==> src/rtl/mips_mc_controller_if.sv <==
// Control bus between the multicycle MIPS controller and its datapath.
// Carries the decoded instruction fields and flags in one direction and
// every datapath select, strobe and status flag in the other.
//
// Memory handshake: mem_req is held high for the whole access. The access
// completes on the rising edge where mem_req and mem_ready are both high.
// mem_ready outside a request state has no effect.
interface mips_mc_controller_if #(
  parameter int ALU_W = 3
);
  // datapath -> controller
  logic [5:0]       op;
  logic [5:0]       funct;
  logic             zero;
  logic             mem_ready;

  // controller -> datapath
  logic             mem_req;
  logic             iord;
  logic             memwrite;
  logic             irwrite;
  logic             pcen;
  logic             regdst;
  logic             memtoreg;
  logic             regwrite;
  logic             alusrca;
  logic [1:0]       alusrcb;
  logic [1:0]       pcsrc;
  logic [ALU_W-1:0] alucontrol;
  logic             ne;
  logic             zeroext;
  logic             half;
  logic             b;
  logic             illegal;
  logic [3:0]       state;

  // Controller side
  modport master (
    input  op, funct, zero, mem_ready,
    output mem_req, iord, memwrite, irwrite, pcen, regdst, memtoreg,
           regwrite, alusrca, alusrcb, pcsrc, alucontrol, ne, zeroext,
           half, b, illegal, state
  );

  // Datapath side
  modport slave (
    output op, funct, zero, mem_ready,
    input  mem_req, iord, memwrite, irwrite, pcen, regdst, memtoreg,
           regwrite, alusrca, alusrcb, pcsrc, alucontrol, ne, zeroext,
           half, b, illegal, state
  );
endinterface

==> src/rtl/mips_mc_controller.sv <==
// Multicycle MIPS control FSM (Moore) with a shared instruction/data memory
// sequenced through mem_req/mem_ready.
// Optional feature macro: MC_BYTE_HALF_EN enables the lh/lb load path;
// without it both opcodes decode as illegal and half/b stay 0.
module mips_mc_controller #(
  parameter int ALU_W = 3
) (
  input  logic                clk,
  input  logic                reset,   // asynchronous, active-low
  mips_mc_controller_if.master bus
);

  typedef enum logic [3:0] {
    FETCH   = 4'd0,
    DECODE  = 4'd1,
    MEMADR  = 4'd2,
    MEMRD   = 4'd3,
    MEMWB   = 4'd4,
    MEMWR   = 4'd5,
    RTYPEEX = 4'd6,
    RTYPEWB = 4'd7,
    BREX    = 4'd8,
    IMMEX   = 4'd9,
    IMMWB   = 4'd10,
    JEX     = 4'd11
  } state_t;

  localparam logic [5:0] OP_RTYPE = 6'b000000;
  localparam logic [5:0] OP_J     = 6'b000010;
  localparam logic [5:0] OP_BEQ   = 6'b000100;
  localparam logic [5:0] OP_BNE   = 6'b000101;
  localparam logic [5:0] OP_ADDI  = 6'b001000;
  localparam logic [5:0] OP_ORI   = 6'b001101;
  localparam logic [5:0] OP_LW    = 6'b100011;
  localparam logic [5:0] OP_SW    = 6'b101011;

  localparam logic [5:0] FN_ADD   = 6'b100000;
  localparam logic [5:0] FN_SUB   = 6'b100010;
  localparam logic [5:0] FN_AND   = 6'b100100;
  localparam logic [5:0] FN_OR    = 6'b100101;
  localparam logic [5:0] FN_SLT   = 6'b101010;

  localparam logic [ALU_W-1:0] ALU_ADD = ALU_W'(3'b010);
  localparam logic [ALU_W-1:0] ALU_SUB = ALU_W'(3'b110);
  localparam logic [ALU_W-1:0] ALU_AND = ALU_W'(3'b000);
  localparam logic [ALU_W-1:0] ALU_OR  = ALU_W'(3'b001);
  localparam logic [ALU_W-1:0] ALU_SLT = ALU_W'(3'b111);

  state_t           r_state;
  logic             r_illegal;

  logic             w_is_lh;
  logic             w_is_lb;
  logic             w_is_mem;
  logic             w_is_sw;
  logic             w_is_bne;
  logic             w_is_ori;
  logic             w_funct_legal;
  logic [ALU_W-1:0] w_rtype_alu;
  logic             w_pcwrite;
  logic             w_branch;

`ifdef MC_BYTE_HALF_EN
  assign w_is_lh = (bus.op == 6'b100001);
  assign w_is_lb = (bus.op == 6'b100000);
`else
  assign w_is_lh = 1'b0;
  assign w_is_lb = 1'b0;
`endif

  assign w_is_sw  = (bus.op == OP_SW);
  assign w_is_mem = (bus.op == OP_LW) | w_is_sw | w_is_lh | w_is_lb;
  assign w_is_bne = (bus.op == OP_BNE);
  assign w_is_ori = (bus.op == OP_ORI);

  // R-type funct decode: ALU operation and legality
  always_comb begin
    w_funct_legal = 1'b1;
    w_rtype_alu   = '0;
    case (bus.funct)
      FN_ADD:  w_rtype_alu = ALU_ADD;
      FN_SUB:  w_rtype_alu = ALU_SUB;
      FN_AND:  w_rtype_alu = ALU_AND;
      FN_OR:   w_rtype_alu = ALU_OR;
      FN_SLT:  w_rtype_alu = ALU_SLT;
      default: w_funct_legal = 1'b0;
    endcase
  end

  // State register and one-cycle illegal pulse
  always_ff @(posedge clk or negedge reset) begin
    if (!reset) begin
      r_state   <= FETCH;
      r_illegal <= 1'b0;
    end else begin
      r_illegal <= 1'b0;
      case (r_state)
        FETCH: begin
          if (bus.mem_ready) r_state <= DECODE;
        end
        DECODE: begin
          if (w_is_mem)                                   r_state <= MEMADR;
          else if (bus.op == OP_RTYPE)                    r_state <= RTYPEEX;
          else if ((bus.op == OP_BEQ) || w_is_bne)        r_state <= BREX;
          else if ((bus.op == OP_ADDI) || w_is_ori)       r_state <= IMMEX;
          else if (bus.op == OP_J)                        r_state <= JEX;
          else begin
            r_state   <= FETCH;
            r_illegal <= 1'b1;
          end
        end
        MEMADR:  r_state <= w_is_sw ? MEMWR : MEMRD;
        MEMRD: begin
          if (bus.mem_ready) r_state <= MEMWB;
        end
        MEMWB:   r_state <= FETCH;
        MEMWR: begin
          if (bus.mem_ready) r_state <= FETCH;
        end
        RTYPEEX: begin
          if (w_funct_legal) r_state <= RTYPEWB;
          else begin
            r_state   <= FETCH;
            r_illegal <= 1'b1;
          end
        end
        RTYPEWB: r_state <= FETCH;
        BREX:    r_state <= FETCH;
        IMMEX:   r_state <= IMMWB;
        IMMWB:   r_state <= FETCH;
        JEX:     r_state <= FETCH;
        default: r_state <= FETCH;
      endcase
    end
  end

  // Moore outputs from state (plus op/funct/zero/mem_ready), all forced low in reset
  always_comb begin
    bus.mem_req    = 1'b0;
    bus.iord       = 1'b0;
    bus.memwrite   = 1'b0;
    bus.irwrite    = 1'b0;
    bus.regdst     = 1'b0;
    bus.memtoreg   = 1'b0;
    bus.regwrite   = 1'b0;
    bus.alusrca    = 1'b0;
    bus.alusrcb    = 2'b00;
    bus.pcsrc      = 2'b00;
    bus.alucontrol = '0;
    bus.ne         = 1'b0;
    bus.zeroext    = 1'b0;
    bus.half       = 1'b0;
    bus.b          = 1'b0;
    w_pcwrite      = 1'b0;
    w_branch       = 1'b0;
    if (reset) begin
      case (r_state)
        FETCH: begin
          bus.mem_req    = 1'b1;
          bus.alusrcb    = 2'b01;
          bus.alucontrol = ALU_ADD;
          bus.irwrite    = bus.mem_ready;
          w_pcwrite      = bus.mem_ready;
        end
        DECODE: begin
          bus.alusrcb    = 2'b11;
          bus.alucontrol = ALU_ADD;
        end
        MEMADR: begin
          bus.alusrca    = 1'b1;
          bus.alusrcb    = 2'b10;
          bus.alucontrol = ALU_ADD;
        end
        MEMRD: begin
          bus.mem_req = 1'b1;
          bus.iord    = 1'b1;
        end
        MEMWB: begin
          bus.regwrite = 1'b1;
          bus.memtoreg = 1'b1;
          bus.half     = w_is_lh;
          bus.b        = w_is_lb;
        end
        MEMWR: begin
          bus.mem_req  = 1'b1;
          bus.iord     = 1'b1;
          bus.memwrite = 1'b1;
        end
        RTYPEEX: begin
          bus.alusrca    = 1'b1;
          bus.alucontrol = w_rtype_alu;
        end
        RTYPEWB: begin
          bus.regwrite = 1'b1;
          bus.regdst   = 1'b1;
        end
        BREX: begin
          bus.alusrca    = 1'b1;
          bus.alucontrol = ALU_SUB;
          bus.pcsrc      = 2'b01;
          bus.ne         = w_is_bne;
          w_branch       = 1'b1;
        end
        IMMEX: begin
          bus.alusrca    = 1'b1;
          bus.alusrcb    = 2'b10;
          bus.alucontrol = w_is_ori ? ALU_OR : ALU_ADD;
          bus.zeroext    = w_is_ori;
        end
        IMMWB: begin
          // op is still held by the IR, so zeroext simply re-decodes it
          bus.regwrite = 1'b1;
          bus.zeroext  = w_is_ori;
        end
        JEX: begin
          bus.pcsrc = 2'b10;
          w_pcwrite = 1'b1;
        end
        default: ;
      endcase
    end
    bus.pcen = w_pcwrite | (w_branch & (bus.zero ^ bus.ne));
  end

  assign bus.illegal = r_illegal;
  assign bus.state   = r_state;

endmodule

==> src/flat_wrapper.sv <==
// flat-port wrapper written by rule: the top's interface ports become plain ports
module mips_mc_controller_flat 
#(
  parameter int ALU_W = 3
)
  (clk, reset, bus_op, bus_funct, bus_zero, bus_mem_ready, bus_mem_req, bus_iord, bus_memwrite, bus_irwrite, bus_pcen, bus_regdst, bus_memtoreg, bus_regwrite, bus_alusrca, bus_alusrcb, bus_pcsrc, bus_alucontrol, bus_ne, bus_zeroext, bus_half, bus_b, bus_illegal, bus_state);
  mips_mc_controller_if #(.ALU_W(ALU_W)) bus_i ();
  input  logic clk;
  input  logic reset;
  input wire logic [$bits(bus_i.op)-1:0] bus_op;
  input wire logic [$bits(bus_i.funct)-1:0] bus_funct;
  input wire logic [$bits(bus_i.zero)-1:0] bus_zero;
  input wire logic [$bits(bus_i.mem_ready)-1:0] bus_mem_ready;
  output wire logic [$bits(bus_i.mem_req)-1:0] bus_mem_req;
  output wire logic [$bits(bus_i.iord)-1:0] bus_iord;
  output wire logic [$bits(bus_i.memwrite)-1:0] bus_memwrite;
  output wire logic [$bits(bus_i.irwrite)-1:0] bus_irwrite;
  output wire logic [$bits(bus_i.pcen)-1:0] bus_pcen;
  output wire logic [$bits(bus_i.regdst)-1:0] bus_regdst;
  output wire logic [$bits(bus_i.memtoreg)-1:0] bus_memtoreg;
  output wire logic [$bits(bus_i.regwrite)-1:0] bus_regwrite;
  output wire logic [$bits(bus_i.alusrca)-1:0] bus_alusrca;
  output wire logic [$bits(bus_i.alusrcb)-1:0] bus_alusrcb;
  output wire logic [$bits(bus_i.pcsrc)-1:0] bus_pcsrc;
  output wire logic [$bits(bus_i.alucontrol)-1:0] bus_alucontrol;
  output wire logic [$bits(bus_i.ne)-1:0] bus_ne;
  output wire logic [$bits(bus_i.zeroext)-1:0] bus_zeroext;
  output wire logic [$bits(bus_i.half)-1:0] bus_half;
  output wire logic [$bits(bus_i.b)-1:0] bus_b;
  output wire logic [$bits(bus_i.illegal)-1:0] bus_illegal;
  output wire logic [$bits(bus_i.state)-1:0] bus_state;
  assign bus_i.op = bus_op;
  assign bus_i.funct = bus_funct;
  assign bus_i.zero = bus_zero;
  assign bus_i.mem_ready = bus_mem_ready;
  assign bus_mem_req = bus_i.mem_req;
  assign bus_iord = bus_i.iord;
  assign bus_memwrite = bus_i.memwrite;
  assign bus_irwrite = bus_i.irwrite;
  assign bus_pcen = bus_i.pcen;
  assign bus_regdst = bus_i.regdst;
  assign bus_memtoreg = bus_i.memtoreg;
  assign bus_regwrite = bus_i.regwrite;
  assign bus_alusrca = bus_i.alusrca;
  assign bus_alusrcb = bus_i.alusrcb;
  assign bus_pcsrc = bus_i.pcsrc;
  assign bus_alucontrol = bus_i.alucontrol;
  assign bus_ne = bus_i.ne;
  assign bus_zeroext = bus_i.zeroext;
  assign bus_half = bus_i.half;
  assign bus_b = bus_i.b;
  assign bus_illegal = bus_i.illegal;
  assign bus_state = bus_i.state;
  mips_mc_controller #(.ALU_W(ALU_W)) u_core (.clk(clk), .reset(reset), .bus(bus_i));
endmodule
==> config.mk <==
export PLATFORM = sky130hd
export DESIGN_NAME = mips_mc_controller_flat
export DESIGN_NICKNAME = d
export VERILOG_FILES = /design/src/rtl/mips_mc_controller_if.sv /design/src/rtl/mips_mc_controller.sv /design/src/flat_wrapper.sv
export SDC_FILE = /design/constraint.sdc
export NUM_CORES = 1
export LEC_CHECK = 0
export ABC_CLOCK_PERIOD_IN_PS = 2000
export CAP_MARGIN = 25
export CORE_UTILIZATION = 40
export DETAILED_ROUTE_END_ITERATION = 6
export GPL_TIMING_DRIVEN = 0
export HOLD_SLACK_MARGIN = 0.02
export PLACE_DENSITY = 0.79
export SLEW_MARGIN = 25
export SYNTH_ARGS = -nofsm -noshare
export SYNTH_HDL_FRONTEND = slang
export SYNTH_SLANG_ARGS = --single-unit
==> constraint.sdc <==
create_clock -name clk -period 2 [get_ports clk]
set_input_delay 0.3 -clock clk [delete_from_list [all_inputs] [get_ports clk]]
set_output_delay 0.3 -clock clk [all_outputs]
set_load 0.01 [all_outputs]
==> metrics <==
Async S/R FF share, synth 100%; fill cell total of the finished layout 161; die footprint about 0.0023 mm^2; Design Area, Final 0.00143 mm^2; CTS tree built; DRC 0; CP Launch Type flop; # H-tree levels 1; antenna violations before repair 0; total clock sinks 5; core area 0.00196 mm^2; Syn. warnings 0; post-synth cell types 42; Max IR drop VDD 0.836 mV; CP required 1.70 ns; critical path cell sequence buf_6 > nor2_4 > nand2_1 > mux2_2 > o22ai_1 > buf_2; Critical Path End Type primary output; FMAX between 500 and 600 MHz; clk_skew roughly 0.0067 ns; Post-synth top flop dfrtp_1; Port-buffer cells 38; CP Class reg2out; PnR worst setup slack 0.0534 ns; worst path bufs/invs 2; GRT Residual Overflow 0; WL/cell approximately 15 um; DRT iter0 DRCs 46; outcome complete, no violations; vias in the first global route 1006; Leakage 0.000637 uW; CP max stage cell dfrtp_2; Initial Util 43.0%; largest net degree at the start of global routing 14; clk slew on worst S/H paths 0.05 ns; R2R setup slack 0.42 ns; Seq cells post-synth 5; gr usage total 27.9%; Hold Crit Class in2async; sequential share of the synthesized area between 10% and 20%; die height 47.9 um; Avg Cell Area, Syn approximately 6.9 um^2; Reg2Reg Depth 5; Worst Path Arrival 1.65 ns; hold_ws 0.108 ns; pre-CTS setup slack -0.566 ns; Worst R2R Start u_core.bus.state[1]; Antenna Nets Post-Route 0; final setup vio count 0; most frequent cells in the layout dlygate4sd2_1, clkdlybuf4s50_1, buf_4, nor2_1, nand2b_1; share of the core filled with cells 73.0%; num rows 16; first-pass GRT wire length 4430 um; Clock Tree Buf Depth 2; final hold vios 0; Clk Latency, worst-skew pair 0.25 ns; hold_buf cts 0; first-pass iteration count of the detailed router 4; Power per Cell Area 898 mW/mm^2; area growth from synthesis to layout 69.7%; Via-to-Cell Ratio about 5.7; CTS Buf Count 3; number of flops mapped to enable cells by yosys 0; routability congestion estimate from global placement around 0.86; Max Cap Viol 0; most common cell after layout, fill and taps aside dlygate4sd2_1; vias between 1000 and 1500; nets@finish 191; final worst-path cycle share 97.3%; Post-DP Area around 0.0013 mm^2; setup TNS 0 ns; Die W 47.9 um; Critical Path Fanout Max 10; CTS root buf clkbuf_4; minimum clock period 1.95 ns; RSZ-0062 raised after global routing yes; Gate Count Post-Synth roughly 120; Slew Limit Fails 0; Crit Reg-Reg Endpoint u_core.bus.state[3]; post-synthesis cell area 843 um^2; Ports 41; Ant. Diodes 0; crit-path leading delay family flip-flops; delay of the slowest critical-path stage between 0.4 and 0.5 ns; proportion of layout cells with a drive suffix above 1 29.9%; Total Wirelength around 3000 um; HPWL after detailed placement 1980 um
[power breakdown]
part	switching, uW	leakage (uW)	internal, uW	total, uW
sequential	48.1	0.0000621	139	187
clock	48.3	0.0000150	75.8	124
combinational	498	0.000559	475	974
[timing repair]
action,4_1_cts,5_1_grt
setup buffers,6,3
resized for setup,61,16
setup endpoints to repair,18,8
pin swaps,2,0
[final cells by class]
type | count | area [um^2] | share of cell area [%]
repair buffers | 47 | 398 | 27.8
plain buffers | 8 | 66.3 | 4.63
inverters | 3 | 11.3 | 0.787
well taps | 27 | 33.8 | 2.36
clock buffers | 4 | 26.3 | 1.84
multi-input cells | 107 | 767 | 53.6
flip-flops and latches | 5 | 129 | 9.00
[worst register-to-register path: stages, from the launching register on]
cell and delay (ns):
dfrtp_2 0.46, nand2b_1 0.17, buf_2 0.19, nor3_4 0.16
a21bo_2 0.27, o32ai_1 0.21
[state kept, by name (all words and copies together) (netlist names)]
name	flops
u_core.bus.state	4
u_core.bus.illegal	1
[cells by family (layout without fill, tap and decap cells)]
| group | Yosys count | in the layout | synth area share, % |
|---|---|---|---|
| AND/OR/NAND/NOR | 69 | 69 | 46.9 |
| AO/OA/AOI/OAI | 30 | 30 | 24.2 |
| buffers and inverters | 11 | 62 | 6.68 |
| flip-flops | 5 | 5 | 14.8 |
| XOR/XNOR | 3 | 3 | 3.12 |
| multiplexers | 3 | 3 | 3.86 |
| other | 1 | 2 | 0.445 |
[synth_stat cells, drive strengths merged (2+ instances only)]
master | number | area share [%]
o21ai | 6 | 3.6
nand3 | 4 | 3.0
a32oi | 2 | 2.1
o32ai | 3 | 3.1
a21oi | 7 | 4.2
nand2b | 12 | 8.9
inv | 3 | 1.3
o22ai | 4 | 3.0
nor3b | 2 | 1.8
nor2b | 4 | 3.0
and3 | 2 | 1.5
buf | 8 | 5.3
mux2 | 2 | 2.7
nor2 | 15 | 6.7
dfrtp | 5 | 15
nand3b | 3 | 2.7
or3 | 3 | 2.2
nor3 | 7 | 6.1
nand2 | 9 | 4.0
and2 | 2 | 1.5
xnor2 | 3 | 3.1
[routing by layer]
metal  GRT usage [%]  routed length, um  vias to the layer above
met3            6.04                225                       10
met5               0                  0                        -
met1            33.1               1140                      525
li1                -                  -                      550
met2            48.6               1520                       64
met4            10.6                 57                        0
[through the flow]
stage                     cells  total power [uW]
after floorplan             123               633
after global placement      188               941
after detailed placement    188               952
after CTS                   198              1190
after global routing        201              1380
final                       201              1280
[how the worst max path moves through the flow]
stage	from	endpoint	cells after the start
floorplan	u_core.bus.state[1]	bus_pcen	5
global placement	bus_op[5]	bus_alucontrol[0]	6
detailed placement	bus_op[5]	bus_alucontrol[0]	6
CTS	u_core.bus.state[0]	bus_alucontrol[0]	5
global route	u_core.bus.state[1]	bus_pcen	6
finish	u_core.bus.state[1]	bus_pcen	6
(Power assumes the default switching activity.)
